`src/rtl/ret_addr_stack_pkg.sv`:
```
// Shared CPU definitions used by the return-address stack: PC width,
// return-mode encoding and the per-edge operation decode.
package ret_addr_stack_pkg;

  localparam int PC_W      = 10;
  localparam int RAS_DEPTH = 16;

  // Return-mode encoding carried on the interrupt input.
  localparam logic RET_CALL = 1'b0;
  localparam logic RET_INT  = 1'b1;

  typedef enum logic [2:0] {
    OP_IDLE,
    OP_POP,
    OP_PUSH,
    OP_REPLACE,
    OP_FLUSH
  } ras_op_e;

  // flush beats a paired push+pop, which beats a lone push, which beats a lone pop.
  function automatic ras_op_e decode_op(input logic push, input logic pop, input logic flush);
    ras_op_e op;
    op = OP_IDLE;
    if (flush)             op = OP_FLUSH;
    else if (push && pop)  op = OP_REPLACE;
    else if (push)         op = OP_PUSH;
    else if (pop)          op = OP_POP;
    return op;
  endfunction

endpackage

```
`src/rtl/ret_addr_stack_if.sv`:
```
// Control-unit <-> return-address-stack bundle: command strobes, push data,
// resume address and stack status.
interface ret_addr_stack_if
  import ret_addr_stack_pkg::*;
#(
  parameter int ADDR_W = PC_W,
  parameter int DEPTH  = RAS_DEPTH
);
  localparam int PTR_W = $clog2(DEPTH);

  logic              push;
  logic              pop;
  logic              interrupt;
  logic              flush;
  logic              err_clr;
  logic [ADDR_W-1:0] pc_addr;
  logic [ADDR_W-1:0] out;
  logic [PTR_W:0]    count;
  logic              empty;
  logic              full;
  logic              overflow;
  logic              underflow;

  modport master (
    output push, pop, interrupt, flush, err_clr, pc_addr,
    input  out, count, empty, full, overflow, underflow
  );

  modport slave (
    input  push, pop, interrupt, flush, err_clr, pc_addr,
    output out, count, empty, full, overflow, underflow
  );

endinterface

```
`src/rtl/ret_addr_stack_stack_ram.sv`:
```
// DEPTH x ADDR_W register file: one synchronous write port, one asynchronous
// read port, no reset.
module stack_ram #(
  parameter int ADDR_W = 10,
  parameter int DEPTH  = 16,
  parameter int PTR_W  = $clog2(DEPTH)
) (
  input  logic              clk,
  input  logic              we,
  input  logic [PTR_W-1:0]  waddr,
  input  logic [ADDR_W-1:0] wdata,
  input  logic [PTR_W-1:0]  raddr,
  output logic [ADDR_W-1:0] rdata
);

  logic [ADDR_W-1:0] mem_q [DEPTH];

  always_ff @(posedge clk) begin
    if (we) begin
      mem_q[waddr] <= wdata;
    end
  end

  assign rdata = mem_q[raddr];

endmodule

```
`src/rtl/ret_addr_stack.sv`:
```
// Hardware return-address stack: occupancy counter, sticky error flags and
// the call/interrupt resume-address adder around a small register file.
module ret_addr_stack
  import ret_addr_stack_pkg::*;
#(
  parameter int ADDR_W = PC_W,
  parameter int DEPTH  = RAS_DEPTH
) (
  input  logic          clk,
  input  logic          reset,
  ret_addr_stack_if.slave bus
);

  localparam int PTR_W = $clog2(DEPTH);
  localparam logic [PTR_W:0]    FULL_CNT = (PTR_W+1)'(DEPTH);
  localparam logic [PTR_W:0]    CNT_ONE  = (PTR_W+1)'(1);
  localparam logic [PTR_W-1:0]  IDX_ONE  = PTR_W'(1);
  localparam logic [ADDR_W-1:0] ADDR_ONE = ADDR_W'(1);

  logic [PTR_W:0]    cnt_q, cnt_d;
  logic              ovf_q, ovf_d;
  logic              unf_q, unf_d;
  logic              is_empty, is_full;
  logic              we_raw, we;
  logic [PTR_W-1:0]  waddr, top_idx;
  logic [ADDR_W-1:0] top_data, ret_addr;
  ras_op_e           op;

  assign is_empty = (cnt_q == '0);
  assign is_full  = (cnt_q == FULL_CNT);
  // Low bits wrap to DEPTH-1 when the stack is full, which is exactly the top slot.
  assign top_idx  = cnt_q[PTR_W-1:0] - IDX_ONE;
  assign op       = decode_op(bus.push, bus.pop, bus.flush);

  always_comb begin
    cnt_d  = cnt_q;
    ovf_d  = ovf_q & ~bus.err_clr;
    unf_d  = unf_q & ~bus.err_clr;
    we_raw = 1'b0;
    waddr  = cnt_q[PTR_W-1:0];
    unique case (op)
      OP_FLUSH: cnt_d = '0;
      OP_REPLACE: begin
        if (!is_empty) begin
          we_raw = 1'b1;
          waddr  = top_idx;
        end else begin
          unf_d = 1'b1;
        end
      end
      OP_PUSH: begin
        if (!is_full) begin
          we_raw = 1'b1;
          cnt_d  = cnt_q + CNT_ONE;
        end else begin
          ovf_d = 1'b1;
        end
      end
      OP_POP: begin
        if (!is_empty) cnt_d = cnt_q - CNT_ONE;
        else           unf_d = 1'b1;
      end
      default: ;
    endcase
  end

  // A write landing while reset is held would be aborted anyway; keep the RAM quiet.
  assign we = we_raw & reset;

  always_ff @(posedge clk or negedge reset) begin
    if (!reset) begin
      cnt_q <= '0;
      ovf_q <= 1'b0;
      unf_q <= 1'b0;
    end else begin
      cnt_q <= cnt_d;
      ovf_q <= ovf_d;
      unf_q <= unf_d;
    end
  end

  stack_ram #(
    .ADDR_W (ADDR_W),
    .DEPTH  (DEPTH),
    .PTR_W  (PTR_W)
  ) u_ram (
    .clk   (clk),
    .we    (we),
    .waddr (waddr),
    .wdata (bus.pc_addr),
    .raddr (top_idx),
    .rdata (top_data)
  );

  // Call returns resume after the call instruction; interrupt returns re-run the saved PC.
  always_comb begin
    ret_addr = top_data;
    if (bus.interrupt == RET_CALL) ret_addr = top_data + ADDR_ONE;
    if (is_empty) ret_addr = '0;
  end

  assign bus.out       = ret_addr;
  assign bus.count     = cnt_q;
  assign bus.empty     = is_empty;
  assign bus.full      = is_full;
  assign bus.overflow  = ovf_q;
  assign bus.underflow = unf_q;

endmodule

```
`src/flat_wrapper.sv`:
```
// flat-port wrapper written by rule: the top's interface ports become plain ports
module ret_addr_stack_flat import ret_addr_stack_pkg::*;
#(
  parameter int ADDR_W = PC_W,
  parameter int DEPTH  = RAS_DEPTH
)
  (clk, reset, bus_push, bus_pop, bus_interrupt, bus_flush, bus_err_clr, bus_pc_addr, bus_out, bus_count, bus_empty, bus_full, bus_overflow, bus_underflow);
  ret_addr_stack_if #(.ADDR_W(ADDR_W), .DEPTH(DEPTH)) bus_i ();
  input  logic clk;
  input  logic reset;
  input wire logic [$bits(bus_i.push)-1:0] bus_push;
  input wire logic [$bits(bus_i.pop)-1:0] bus_pop;
  input wire logic [$bits(bus_i.interrupt)-1:0] bus_interrupt;
  input wire logic [$bits(bus_i.flush)-1:0] bus_flush;
  input wire logic [$bits(bus_i.err_clr)-1:0] bus_err_clr;
  input wire logic [$bits(bus_i.pc_addr)-1:0] bus_pc_addr;
  output wire logic [$bits(bus_i.out)-1:0] bus_out;
  output wire logic [$bits(bus_i.count)-1:0] bus_count;
  output wire logic [$bits(bus_i.empty)-1:0] bus_empty;
  output wire logic [$bits(bus_i.full)-1:0] bus_full;
  output wire logic [$bits(bus_i.overflow)-1:0] bus_overflow;
  output wire logic [$bits(bus_i.underflow)-1:0] bus_underflow;
  assign bus_i.push = bus_push;
  assign bus_i.pop = bus_pop;
  assign bus_i.interrupt = bus_interrupt;
  assign bus_i.flush = bus_flush;
  assign bus_i.err_clr = bus_err_clr;
  assign bus_i.pc_addr = bus_pc_addr;
  assign bus_out = bus_i.out;
  assign bus_count = bus_i.count;
  assign bus_empty = bus_i.empty;
  assign bus_full = bus_i.full;
  assign bus_overflow = bus_i.overflow;
  assign bus_underflow = bus_i.underflow;
  ret_addr_stack #(.ADDR_W(ADDR_W), .DEPTH(DEPTH)) u_core (.clk(clk), .reset(reset), .bus(bus_i));
endmodule
```
`config.mk`:
```
export PLATFORM = sky130hd
export DESIGN_NAME = ret_addr_stack_flat
export DESIGN_NICKNAME = d
export VERILOG_FILES = /design/src/rtl/ret_addr_stack_pkg.sv /design/src/rtl/ret_addr_stack_if.sv /design/src/rtl/ret_addr_stack_stack_ram.sv /design/src/rtl/ret_addr_stack.sv /design/src/flat_wrapper.sv
export SDC_FILE = /design/constraint.sdc
export NUM_CORES = 1
export LEC_CHECK = 0
export ABC_AREA = 1
export CAP_MARGIN = 5
export CORE_MARGIN = 3
export CORE_UTILIZATION = 55
export CTS_BUF_LIST = sky130_fd_sc_hd__clkbuf_16
export DETAILED_ROUTE_END_ITERATION = 8
export PLACE_DENSITY = 0.81
export SETUP_SLACK_MARGIN = 0.15
export SYNTH_ARGS = -nofsm -noshare
export SYNTH_HDL_FRONTEND = slang
export SYNTH_SLANG_ARGS = --single-unit
```
`constraint.sdc`:
```
create_clock -name clk -period 8.3 [get_ports clk]
set_clock_uncertainty 0.15 [all_clocks]
set_input_delay 0.83 -clock clk [delete_from_list [all_inputs] [get_ports clk]]
set_output_delay 0.83 -clock clk [all_outputs]
set_load 0.05 [all_outputs]
```
**After elaboration in Yosys (flattened, before gate mapping)**

Memories as Yosys holds them, arrays and structs flattened.
Index checks and enable logic that the tools add are counted.

- Register bits: 7
- RAM bits: 160
- Input bits: 17
- Memories: 1

Memories:

| memory | words | bits a word | rd ports | clocked after Yosys merged registers in | write ports | line | source |
|---|---|---|---|---|---|---|---|
| u_core.u_ram.mem_q | 16 | 10 | 1 | 0 | 1 | ret_addr_stack_stack_ram.sv:16 | `logic [ADDR_W-1:0] mem_q [DEPTH];` |

- Add/sub/neg operators: 4
- Eq/ne operators: 7
- Mux-type cells: 20
- Bitwise operators: 4
- Reduce and logical (&&, ||, !) cells: 5

Operators by type and width:

| cell | number |
|---|---|
| 10-bit two-way mux | 2 |
| 5-bit one-hot mux with 3 select lines | 1 |
| 10-bit by 1-bit adder with 10-bit output, second input constant | 1 |
| 5-bit two-way mux | 2 |
| 1-bit two-way mux | 9 |
| 3-bit two-way mux | 3 |
| 4-bit two-way mux | 2 |
| 3-bit by 2-bit == test with 1-bit output, second input constant | 2 |
| 5-bit by 1-bit adder with 5-bit output, second input constant | 1 |
| 5-bit == test, second input constant | 1 |
| 5-bit zero test | 1 |
| 5-bit by 1-bit subtractor with 5-bit output, second input constant | 1 |
| 2-bit != test, second input constant | 2 |
| 4-bit by 1-bit subtractor with 4-bit output, second input constant | 1 |
| 1-bit bitwise AND | 3 |
| 3-bit by 1-bit == test with 1-bit output, second input constant | 1 |
| 3-bit == test, second input constant | 1 |
| 3-bit AND reduction | 1 |
| 3-bit nonzero test | 1 |
| 1-bit one-hot mux with 2 select lines | 1 |
| 2-bit OR reduction | 1 |
| 1-bit logical AND | 1 |
| 1-bit NOT | 1 |

**Logic depth before layout (Yosys ltp)**

- Word-level depth: 9
- Gate-level depth with buffers: 21
- Depth with buffers taken out: 16

**Hierarchy**

Synthesis repeated with hierarchy kept, for this count alone.

- Cells, all modules: 816
- Area, all modules: 7871.3 µm²

By module, submodules not included:

| module | times used | cells each | area each (µm²) | seq. area each (µm²) |
|---|---|---|---|---|
| stack_ram | 1 | 672 | 6971.7 | 4804.6 |
| ret_addr_stack | 1 | 144 | 899.6 | 175.2 |

**Least setup slack after synthesis**

OpenSTA, ideal clock, no wires.

- Kind: reg-to-output
- From: register u_core.cnt_q[0] (netlist: u_core.bus.count[0])
- To: output port bus_out[6]
- Data arrival time: 3.594 ns
- Data required time: 7.320 ns
- Slack: 3.726 ns
- Stages on the path, launching flop included: 20
- Cell sequence: dfrtp_1 -> buf_6 -> inv_4 -> buf_12 -> buf_6 -> buf_4 -> ha_1 -> clkbuf_2 -> inv_1 -> buf_2 -> nand3_1 -> nand3_1 -> nand3_1 -> nand2_1 -> inv_1 -> ha_1 -> nand2_1 -> nor3_1 -> nand3_1 -> a21oi_1

- Longest elaborated chain between the ends: 5
- Elaborated cells on any way between the ends: 6

RTL lines:

| what | line | source |
|---|---|---|
| start, declared | ret_addr_stack.sv:20 | `logic [PTR_W:0] cnt_q, cnt_d;` |
| start signal, assigned | ret_addr_stack.sv:76 | `cnt_q <= cnt_d;` |
| 4-bit by 1-bit subtractor with 4-bit output | ret_addr_stack.sv:32 | `assign top_idx = cnt_q[PTR_W-1:0] - IDX_ONE;` |
| memory 16 x 10 bit | - |  |
| 10-bit by 1-bit adder with 10-bit output | ret_addr_stack.sv:98 | `if (bus.interrupt == RET_CALL) ret_addr = top_data + ADDR_ONE;` |
| 10-bit two-way mux | ret_addr_stack.sv:98 |  |
| 10-bit two-way mux * | ret_addr_stack.sv:99 | `if (is_empty) ret_addr = '0;` |
| end, declared | flat_wrapper.sv:17 | `output wire logic [$bits(bus_i.out)-1:0] bus_out;` |

Every way passes the cells marked *; elsewhere a longest branch is shown, timed or not.

**Worst setup path after layout**

Ends and elaborated chain as after synthesis.

==> flow_summary.json <==
{
  "synth_seq_cells": 167,
  "num_io_pins": 36,
  "die-area_um2": 14700,
  "htree_levels": 4,
  "dp_hpwl_um": 10190,
  "hp-class": "reg2reg",
  "status": "finished, final reports clean",
  "drc": 0,
  "firstDrtPassIters": 6,
  "nets": 716,
  "clock-sinks": 167,
  "final_util": 0.6459,
  "drt_iter0_drc": 794,
  "fp.dieW_um": 121.3,
  "synthToLayoutAreaGrowth_pct": 13.38,
  "setup_tns_ps": 0,
  "met3WireLength_um": 1621,
  "fp.coreArea_um2": 12820,
  "max_cap_violations": 0,
  "path_clk_slew_ps": 60,
  "cts_setup_buffers": 0,
  "highest_layer": "met4",
  "antenna_found_initial": 0,
  "avgSynthCellArea_um2": 10.95,
  "path_max_fanout": 86,
  "synth_warnings": 0,
  "holdBufCountCts": 0,
  "cp.required_ps": 7320,
  "p_per_area_nw_per_um2": 275.1,
  "critical_path_class": "reg2out",
  "wl_met1_um": 6604,
  "wl_per_cell_um": 19.48,
  "fmax_mhz": 159.6,
  "grt_usage": 0.2437,
  "synth_cell_types": 26,
  "grt_max_degree": 87,
  "final_common_cell": "nand2_1",
  "endpoint_kind": "output port",
  "grt-ovfl-total": 0,
  "max_slew_margin": 0.06433,
  "ys_seq_area_frac": 0.6816,
  "start_util": 0.5697,
  "insertion_delay_ps": 420,
  "ant_nets": 0,
  "hold_viol": 0,
  "io_buffers": 35,
  "final_cell_mix": "nand2_1 (199), edfxtp_1 (160), nand3_1 (143)",
  "rsz0062_at_grt": "no",
  "tightestPinTransition_ps": 1398,
  "vias": 5222,
  "period_minus_slack_ps": 6267,
  "n_antenna_cell": 0,
  "crit_path_start_kind": "flop",
  "power_leakage_nw": 3.030,
  "cp.arrival_ps": 5290,
  "min_period_over_period": 0.7551,
  "synth_area_um2": 7306,
  "clock_path_buffers": 2,
  "grt_pass1_vias": 5040,
  "ir_drop_v": 0.0001609,
  "setup_viol": 0,
  "cts_made_buffers": 17,
  "grt_first_pass_wirelength_um": 26610,
  "vias_per_cell": 5.948,
  "drive_gt1_frac": 0.06232,
  "root_buffer": "clkbuf_16",
  "syn_inst": 667,
  "rows": 41,
  "syn_nets": 688,
  "dieHeight_um": 121.3,
  "totalWireLength_um": 17100,
  "tritoncts": "built",
  "gp_congestion": 0.8986,
  "slew_viol_final": 0,
  "wl_met2_um": 8331,
  "cts_resized": 0
}
## path summary, 6_finish.rpt
check / startpoint / endpoint / slack, ps / depth (start not counted)
min in group asynchronous: reset / u_core.bus.count[4]$_DFFE_PN0P_ / 550 / 1
hold / removal: u_core.bus.overflow$_DFF_PN0_ / u_core.bus.overflow$_DFF_PN0_ / 380 / 2
hold reg to reg: u_core.bus.overflow$_DFF_PN0_ / u_core.bus.overflow$_DFF_PN0_ / 380 / 2
setup / recovery: u_core.bus.count[0]$_DFFE_PN0P_ / bus_out[6] / 2030 / 16
max in group asynchronous: reset / u_core.bus.count[0]$_DFFE_PN0P_ / 7150 / 1
setup reg to reg: u_core.bus.count[0]$_DFFE_PN0P_ / u_core.u_ram.mem_q[2][6]$_DFFE_PP_ / 3930 / 8
## state kept, by name (all words and copies together), names as in the netlist
name / flops
u_core.u_ram.mem_q: 160
u_core.bus.count: 5
u_core.bus.overflow: 1
u_core.bus.underflow: 1
## synthesized netlist by cell type (all sizes together)
master / instances / area share
a21oi: 13 / 0.0089
a22oi: 3 / 0.0031
buf: 28 / 0.029
clkbuf: 5 / 0.0027
dfrtp: 7 / 0.024
edfxtp: 160 / 0.66
ha: 4 / 0.0069
inv: 32 / 0.017
nand2: 203 / 0.11
nand3: 143 / 0.098
nor2: 39 / 0.022
nor3: 2 / 0.0014
o21ai: 14 / 0.0096
o22ai: 7 / 0.0060
xnor2: 2 / 0.0024
xor2: 5 / 0.0060
## critical path, stage by stage (launching register included)
cell,delay (ps)
dfrtp_2,420
inv_4,620
ha_1,300
inv_1,40
nand2_1,60
nand2_1,550
inv_2,570
nand3_1,130
nand3_1,90
nand2_1,110
inv_1,70
ha_1,200
nand2_1,90
nor3_1,330
nand3_1,130
a21oi_1,270
clkdlybuf4s50_1,870
## power breakdown
part / internal [mW] / switching (mW)
clock: 0.493 / 0.302
combinational: 0.154 / 0.394
sequential: 0.932 / 0.00416
total: 1.58 / 0.700
## cell type report
type / count / area, um2
Clock buffer: 17 / 425.4
Clock inverter: 13 / 163.9
Fill cell: 928 / 4542
Inverter: 32 / 122.6
Multi-Input combinational cell: 435 / 1972
Sequential cell: 167 / 4981
Tap cell: 172 / 215.2
Timing Repair Buffer: 42 / 402.9
## routing by layer
metal	vias up	GRT usage
met1	2474	0.3241
li1	2373	-
met4	0	0.1176
met2	328	0.3862
met5	-	0
met3	47	0.05035
## cells by family after synthesis
kind of cell | count (synthesis) | share of synthesized area
xor+xnor | 7 | 0.008392
flops | 167 | 0.6816
buf+inv | 65 | 0.04846
simple gates | 387 | 0.2271
compound gates | 37 | 0.02757
fa+ha+maj | 4 | 0.006851
## through the flow
| step | setup WS, ps | cells | power [mW] | hold WS (ps) | instance area, um2 |
|---|---|---|---|---|---|
| detailed placement | 2619 | 848 | 1.488 | 377.7 | 7694 |
| global route | 1802 | 878 | 2.362 | 410.1 | 8283 |
| finish | 2033 | 878 | 2.279 | 378.6 | 8283 |
| floorplan | 3726 | 667 | 1.352 | 384.4 | 7306 |
| global placement | 2835 | 848 | 1.474 | 366.3 | 7694 |
| CTS | 2133 | 878 | 2.275 | 388.6 | 8283 |
(Power assumes the default switching activity.)
